[src/rtl/dpi_panel_pkg.sv]
// Shared types and constants for the DPI panel power/enable sequencer.
package dpi_panel_pkg;
  typedef enum logic [2:0] {
    ST_OFF      = 3'd0,
    ST_PWR_UP   = 3'd1,
    ST_VIDEO    = 3'd2,
    ST_ON       = 3'd3,
    ST_BL_DOWN  = 3'd4,
    ST_PWR_DOWN = 3'd5
  } panel_state_e;

  localparam int PWM_BITS_DEF = 8;
  localparam int FADE_STEP    = 16;
endpackage

[src/rtl/panel_bl_pwm.sv]
// Backlight PWM: free-running counter, frame-latched level, registered compare.
// BL_FADE_EN: level ramps toward the target by FADE_STEP per vsync edge.
module panel_bl_pwm
  import dpi_panel_pkg::*;
#(
  parameter int PWM_BITS = PWM_BITS_DEF
) (
  input  logic                clk,
  input  logic                reset,
  input  logic                vs_edge,
  input  logic [PWM_BITS-1:0] brightness,
  input  logic                bl_en,
`ifdef BL_FADE_EN
  input  logic                fade_run,
  input  logic                fade_down,
  output logic                bl_zero,
`endif
  output logic                bl_pwm
);
  logic [PWM_BITS-1:0] pwm_cnt;
  logic [PWM_BITS-1:0] bl_lvl;

  always_ff @(posedge clk or posedge reset) begin
    if (reset) begin
      pwm_cnt <= '0;
      bl_pwm  <= 1'b0;
    end else begin
      pwm_cnt <= pwm_cnt + 1'b1;
      bl_pwm  <= bl_en & (pwm_cnt < bl_lvl);
    end
  end

`ifdef BL_FADE_EN
  localparam logic [PWM_BITS-1:0] STEP = PWM_BITS'(FADE_STEP);
  logic [PWM_BITS-1:0] target;
  assign target  = fade_down ? '0 : brightness;
  assign bl_zero = (bl_lvl == '0);

  // Outside ON/BL_DOWN the level is held at 0 so ON always ramps up from dark.
  always_ff @(posedge clk or posedge reset) begin
    if (reset)
      bl_lvl <= '0;
    else if (!fade_run)
      bl_lvl <= '0;
    else if (vs_edge) begin
      if (bl_lvl < target)
        bl_lvl <= ((target - bl_lvl) > STEP) ? bl_lvl + STEP : target;
      else
        bl_lvl <= ((bl_lvl - target) > STEP) ? bl_lvl - STEP : target;
    end
  end
`else
  always_ff @(posedge clk or posedge reset) begin
    if (reset)
      bl_lvl <= '0;
    else if (vs_edge)
      bl_lvl <= brightness;
  end
`endif
endmodule

[src/rtl/dpi_panel_sequencer.sv]
// Frame-counted power/video/backlight sequencer for the DPI panel.
// Optional BL_FADE_EN: backlight fades in/out before power-down proceeds.
module dpi_panel_sequencer
  import dpi_panel_pkg::*;
#(
  parameter int PWR_FRAMES   = 2,
  parameter int VIDEO_FRAMES = 4,
  parameter int PWM_BITS     = PWM_BITS_DEF
) (
  input  logic                clk,
  input  logic                reset,
  input  logic                enable,
  input  logic                timing_ok,
  input  logic                vsync,
  input  logic [PWM_BITS-1:0] brightness,
  output logic                panel_pwr,
  output logic                video_en,
  output logic                bl_en,
  output logic                bl_pwm,
  output logic                ready,
  output logic [2:0]          state
);
  localparam logic [7:0] PWR_LAST = 8'(PWR_FRAMES - 1);
  localparam logic [7:0] VID_LAST = 8'(VIDEO_FRAMES - 1);

  panel_state_e state_q, nxt;
  logic [7:0]   frame_cnt;
  logic         vsync_q, vs_edge, pwr_hit, vid_hit, bl_done;

  assign vs_edge = vsync & ~vsync_q;
  assign pwr_hit = vs_edge && (frame_cnt >= PWR_LAST);
  assign vid_hit = vs_edge && (frame_cnt >= VID_LAST);
  assign state   = state_q;

`ifdef BL_FADE_EN
  logic bl_zero;
  assign bl_done = vid_hit && bl_zero;
`else
  assign bl_done = vid_hit;
`endif

  always_comb begin
    nxt = state_q;
    unique case (state_q)
      ST_OFF:      if (enable) nxt = ST_PWR_UP;
      ST_PWR_UP:   if (!enable) nxt = ST_PWR_DOWN; else if (pwr_hit) nxt = ST_VIDEO;
      ST_VIDEO:    if (!enable) nxt = ST_PWR_DOWN; else if (vid_hit) nxt = ST_ON;
      ST_ON:       if (!enable) nxt = ST_BL_DOWN;
      ST_BL_DOWN:  if (bl_done) nxt = ST_PWR_DOWN;
      ST_PWR_DOWN: if (pwr_hit) nxt = ST_OFF;
      default:     nxt = ST_OFF;
    endcase
    if (!timing_ok) nxt = ST_OFF;
  end

  // Outputs are decoded from the next state so they move on the same edge.
  always_ff @(posedge clk or posedge reset) begin
    if (reset) begin
      state_q   <= ST_OFF;
      frame_cnt <= '0;
      vsync_q   <= 1'b0;
      panel_pwr <= 1'b0;
      video_en  <= 1'b0;
      bl_en     <= 1'b0;
      ready     <= 1'b0;
    end else begin
      state_q   <= nxt;
      vsync_q   <= vsync;
      if (nxt != state_q)
        frame_cnt <= '0;
      else if (vs_edge && frame_cnt != 8'hFF)
        frame_cnt <= frame_cnt + 8'd1;
      panel_pwr <= (nxt != ST_OFF);
      video_en  <= (nxt == ST_VIDEO) || (nxt == ST_ON) || (nxt == ST_BL_DOWN);
`ifdef BL_FADE_EN
      bl_en     <= (nxt == ST_ON) || ((nxt == ST_BL_DOWN) && !bl_zero);
`else
      bl_en     <= (nxt == ST_ON);
`endif
      ready     <= (nxt == ST_ON);
    end
  end

  panel_bl_pwm #(.PWM_BITS(PWM_BITS)) u_bl (
    .clk        (clk),
    .reset      (reset),
    .vs_edge    (vs_edge),
    .brightness (brightness),
    .bl_en      (bl_en),
`ifdef BL_FADE_EN
    .fade_run   ((state_q == ST_ON) || (state_q == ST_BL_DOWN)),
    .fade_down  (state_q == ST_BL_DOWN),
    .bl_zero    (bl_zero),
`endif
    .bl_pwm     (bl_pwm)
  );
endmodule

[config.mk]
export PLATFORM = sky130hd
export DESIGN_NAME = dpi_panel_sequencer
export DESIGN_NICKNAME = d
export VERILOG_FILES = /design/src/rtl/dpi_panel_pkg.sv /design/src/rtl/panel_bl_pwm.sv /design/src/rtl/dpi_panel_sequencer.sv
export SDC_FILE = /design/constraint.sdc
export NUM_CORES = 1
export LEC_CHECK = 0
export ABC_CLOCK_PERIOD_IN_PS = 3200
export BUFFER_PORTS_ARGS = -buffer_cell sky130_fd_sc_hd__buf_2
export CAP_MARGIN = 20
export CORE_MARGIN = 2
export CORE_UTILIZATION = 62
export CTS_CLUSTER_DIAMETER = 80
export DETAILED_ROUTE_END_ITERATION = 12
export PLACE_DENSITY = 0.87
export SLEW_MARGIN = 25
export SYNTH_ARGS = -nofsm -noshare
export SYNTH_HDL_FRONTEND = slang
export SYNTH_HIERARCHICAL = 1
export SYNTH_SLANG_ARGS = --single-unit
[constraint.sdc]
create_clock -name clk -period 3.2 [get_ports clk]
set_clock_uncertainty 0.15 [all_clocks]
set_input_delay 0 -clock clk [delete_from_list [all_inputs] [get_ports clk]]
set_output_delay 0 -clock clk [all_outputs]
set_load 0.1 [all_outputs]
# After elaboration in Yosys (flattened, before gate mapping)
# Cells that the tools add are included.
# W data, S select, Z words.
[op_classes]
add_sub_neg = 2
order_cmp = 3
eq_ne = 10
mux = 12
n_bitwise = 3
n_reduce_logical = 8
[ops]
columns = ["operator", "n"]
rows = [
  ["$mux W3", 9],
  ["$pmux W3 S6", 1],
  ["$add A8 B1 Y8 const B", 2],
  ["$mux W8", 2],
  ["$eq A3 B2 Y1 const B", 4],
  ["$eq A3 B3 Y1 const B", 3],
  ["$ge A8 B1 Y1 const B", 1],
  ["$ge A8 B2 Y1 const B", 1],
  ["$lt A8 B8 Y1", 1],
  ["$ne A8 B8 Y1 const B", 1],
  ["$eq A3 B1 Y1 const B", 1],
  ["$logic_and A1 B1 Y1", 3],
  ["$logic_not A3 Y1", 1],
  ["$ne A3 B3 Y1", 1],
  ["$reduce_bool A3 Y1", 1],
  ["$and A1 B1 Y1", 2],
  ["$logic_or A1 B1 Y1", 2],
  ["$reduce_bool A2 Y1", 1],
  ["$not A1 Y1", 1],
]
[word_totals]
ff_bits = 32
word_cells = 47

# Depth between registers and ports, before layout
[logic_depth]
word_depth = 10
ltp_mapped = 7
depth_no_buf = 7

# By module
# Netlist, hierarchy kept.
[by_module_without_submodules]
columns = ["mod", "n_inst", "cells_per_inst", "area_per_inst_um2", "seq_area_each_um2"]
rows = [
  ["dpi_panel_sequencer", 1, 101, 996.0, 375.4],
  ["panel_bl_pwm", 1, 70, 802.0, 425.4],
]

# Worst setup path before layout
# Ideal clock, no wire load.
[synth_timing]
path_kind = "reg-to-reg"
start = "register state_q[1] (netlist: state[1])"
end = "register frame_cnt[0]"
setup_ps = 130
arrival_time_ps = 2100
required_ps = 2920
slack_ps = 820
stages_incl_launch_ff = 7
synth_period_minus_slack_ps = 2380
cell_sequence = "dfrtp_1 > buf_2 > xnor2_1 > a211o_1 > a211o_1 > o211ai_4 > nor2_1"
[synth_between]
elab_chain_cells = 6
[synth_lines]
columns = ["item", "line", "rtl"]
rows = [
  ["from (decl)", "dpi_panel_sequencer.sv:26", "panel_state_e state_q, nxt;"],
  ["from (signal assigned)", "dpi_panel_sequencer.sv:67", "state_q <= nxt;"],
  ["$mux W3 (on tied branches) (2 in a row)", "dpi_panel_sequencer.sv:47, dpi_panel_sequencer.sv:46", ""],
  ["$pmux W3 S6", "dpi_panel_sequencer.sv:44", "unique case (state_q)"],
  ["$mux W3", "dpi_panel_sequencer.sv:53", "if (!timing_ok) nxt = ST_OFF;"],
  ["$ne A3 B3 Y1 (*)", "dpi_panel_sequencer.sv:69", "if (nxt != state_q)"],
  ["$mux W8 / $reduce_bool A2 Y1 (equally long branches)", "--", ""],
  ["to (signal assigned)", "dpi_panel_sequencer.sv:72", "frame_cnt <= frame_cnt + 8'd1;"],
  ["to (decl)", "dpi_panel_sequencer.sv:27", "logic [7:0] frame_cnt;"],
]
# Every way passes the cells marked *; elsewhere a longest branch is shown, timed or not.
# A chain may end at the register's enable or synchronous reset.

# Worst setup path after layout
[layout_timing]
start = "register frame_cnt[1]"
end = "register frame_cnt[6]"
[layout_between]
elab_chain_cells = 8
[layout_lines]
columns = ["item", "line"]
rows = [
  ["$ge A8 B2 Y1 / $ge A8 B1 Y1 (equally long branches)", "dpi_panel_sequencer.sv:32, dpi_panel_sequencer.sv:31"],
  ["$logic_and A1 B1 Y1 (on tied branches)", "dpi_panel_sequencer.sv:32, dpi_panel_sequencer.sv:31"],
  ["$mux W3 (on tied branches) (2 in a row)", "dpi_panel_sequencer.sv:47, dpi_panel_sequencer.sv:46"],
  ["$pmux W3 S6", "dpi_panel_sequencer.sv:44"],
  ["$mux W3", "dpi_panel_sequencer.sv:53"],
  ["$ne A3 B3 Y1", "dpi_panel_sequencer.sv:69"],
  ["$mux W8 / $reduce_bool A2 Y1 (equally long branches)", "--"],
]
# Parallel ways exist; a longest one is shown, timed or not. The select of a mux whose other input is x is not followed.

==> metrics <==
Hold-fix buffers, CTS 12; Die Footprint between 3000 and 4000 sq um; fin. max-slew vios 0; routed vias/inst between 5 and 6; worst vdd ir roughly 0.45 mV; status completed; most common cell in the netlist dfrtp_1; Synth Area per Inst 10.5 sq um; Max FO, Critical Path 8; endpoints failing setup 0; Post-synth EDFFs 0; # IOs 21; flop-to-flop setup slack about 980 ps; RR Startpoint frame_cnt[1]$_DFFE_PP0P_; Inserted Clock Buffers 5; post-synthesis net count just under 200; drt pass-1 iters 4; CTS Sinks 32; routed len/inst approximately 16 um; Yosys top cell by area dfrtp_1; DRC violations left 0; Post-synth top cells dfrtp_1, inv_1, nand2_1; Yosys warnings 6; worst rel slew slack about three fifths; crit start category flop; worst reg2reg path endpoint frame_cnt[6]$_DFFE_PP0P_; Slew @ Worst Pin between 600 and 700 ps; die height around 58 um; simple logic cell fraction of the synthesized area between 15 and 20%; HPWL after DPL around 2.6 mm; max-cap viol count 0; initial antenna violation count 0; Largest stage delay, worst path 420 ps; crit path time final 2220 ps; vias in the first global route 1,392; Synth cell types 44; post-synthesis xor/xnor area fraction 5.36%; largest net degree at the start of global routing 22; total global-route track usage ~25%; Root Driver clkbuf_4; GP Congestion approximately 0.85; maximum operating frequency 450 MHz; ANT nets after route 0; largest family of logic cells by synthesized area compound AO/OA/AOI/OAI gates; Synth area leaders dfrtp_1, ha_1, xnor2_1; P&R area growth vs syn 17.3%; Util after Layout between 70 and 80%; Buf+Inv Stages, Crit Path 1; CP Class flop to flop; Crit path max-delay family compound AO/OA/AOI/OAI gates; PortBufs 20; Mapped Cells approximately 170; Resize count post-CTS 0; first-pass GRT wire length approximately 6.3 mm; mapped cell area 1800 sq um; crit path DAT about 2300 ps; Antenna Cells 0; post-synthesis mux area share approximately 2.4%; CP required around 3300 ps; Clock Pin Slew Worst Setup and Hold Paths roughly 110 ps; Final Net Count approximately 230; Hold WC Path Type input port to async pin; FF-to-FF path depth 7; Final period util between 60 and 70%; Starting Density 65.2%; number of setup buffers added after CTS 0; Top FF cell, synth dfrtp_1; post-synthesis sequential area ratio roughly 45%; Power Dens Cells roughly 500 nW/um^2; crit-path cells inv_1 > ha_1 > nor4b_2 > nand2_1 > a41oi_1 > o211ai_4 > a311oi_2; H-tree levels 2; grt ovf 0; slowest CP cell dfrtp_1; leakage between 1 and 1.5 nW; top-area cell type share of the netlist area between 40% and 50%; core area ~2800 sq um; critical path capture point type flop; die width 57.9 um; number of synthesized register bits 32; layout cells sized above 1 between 20% and 30%; DRT iter0 DRCs 39; Vias 1,392; adder-cell share of the synthesized area under 10%; Max Root-Sink Buffers 2; DRT Wirelength 3.68 mm; worst skew pair latency around 330 ps; RSZ-0062 raised after global routing false; Crit path depth 7; Synth Area in Compound Gates 17.8%; setup TNS 0 ps; Hold Fails Final Rpt 0; FFs w/ async S/R, synth 100%; CTS tree yes; row count 19
cell type report:
| type | count | area, sq um |
|---|---|---|
| Sequential cell | 32 | 801 |
| Inverter | 15 | 56.3 |
| Clock buffer | 5 | 37.5 |
| Timing Repair Buffer | 33 | 228 |
| Multi-Input combinational cell | 118 | 906 |
| Clock inverter | 3 | 42.5 |
| Fill cell | 186 | 648 |
| Tap cell | 31 | 38.8 |
worst max-delay path by stage:
| stage | slack, ps | from | to |
|---|---|---|---|
| floorplan | 820 | state[1]$_DFF_PP0_ | frame_cnt[0]$_DFFE_PP0P_ |
| global placement | 1230 | frame_cnt[1]$_DFFE_PP0P_ | frame_cnt[6]$_DFFE_PP0P_ |
| detailed placement | 1050 | frame_cnt[1]$_DFFE_PP0P_ | frame_cnt[6]$_DFFE_PP0P_ |
| CTS | 1040 | frame_cnt[1]$_DFFE_PP0P_ | frame_cnt[6]$_DFFE_PP0P_ |
| global route | 810 | frame_cnt[1]$_DFFE_PP0P_ | frame_cnt[6]$_DFFE_PP0P_ |
| finish | 980 | frame_cnt[1]$_DFFE_PP0P_ | frame_cnt[6]$_DFFE_PP0P_ |
metal layers:
metal	GRT usage (%)	vias to the layer above	wire, um
met5	0	-	0
met4	13.3	0	82
met3	5.80	9	132
met2	43.0	35	1960
met1	29.3	679	1500
li1	-	669	-
logic make-up after synthesis:
| logic type | count (synthesis) |
|---|---|
| AOI/OAI and AO/OA | 38 |
| xor gates and xnor gates | 11 |
| adders and majority gates | 11 |
| buffers and inverters | 21 |
| DFF | 32 |
| muxes | 4 |
| and+or+nand+nor | 54 |
tightest hold or removal path: stages:
cell and delay, ps:
dlygate4sd3_1 530, buf_2 120, inv_1 410
cells in the final DEF, fill, tap and decap left out, types with 3 or more instances in the layout:
cell / netlist / layout
a211o_1: 4 / 4
a21o_1: 3 / 3
a21oi_1: 3 / 3
and3_1: 3 / 3
buf_2: 4 / 20
clkbuf_4: 0 / 5
dfrtp_1: 32 / 32
dlygate4sd3_1: 0 / 12
ha_1: 11 / 11
inv_1: 15 / 15
nand2_1: 13 / 13
nand2b_1: 4 / 4
nand3_1: 6 / 6
nand4_1: 3 / 3
nor2_1: 10 / 10
nor2b_1: 5 / 5
o21ai_0: 5 / 5
o21ai_1: 6 / 6
xnor2_1: 8 / 8
xor2_1: 3 / 3
flip-flops by register name (all words and copies together) (netlist names):
signal,cells
frame_cnt,8
panel_pwr,1
ready,1
state,3
u_bl/bl_lvl,8
u_bl/bl_pwm,1
u_bl/pwm_cnt,8
video_en,1
vsync_q,1
report_power, final:
part / switching [mW] / total [mW] / internal, mW
clock: 0.142 / 0.305 / 0.163
combinational: 0.167 / 0.265 / 0.0985
sequential: 0.0255 / 0.458 / 0.433
metrics by stage:
stage                     power, mW  area, sq um  hold slack (ps)  setup slack, ps  instances
after floorplan               0.659         1800             -249              820        171
after global placement        0.695         1910            -67.9             1230        217
after detailed placement      0.713         1910            -59.3             1050        217
after CTS                      1.03         2110              132             1040        237
after global routing           1.08         2110              151              811        237
final                          1.03         2110              112              976        237
Power figures use the tool's default switching activity.
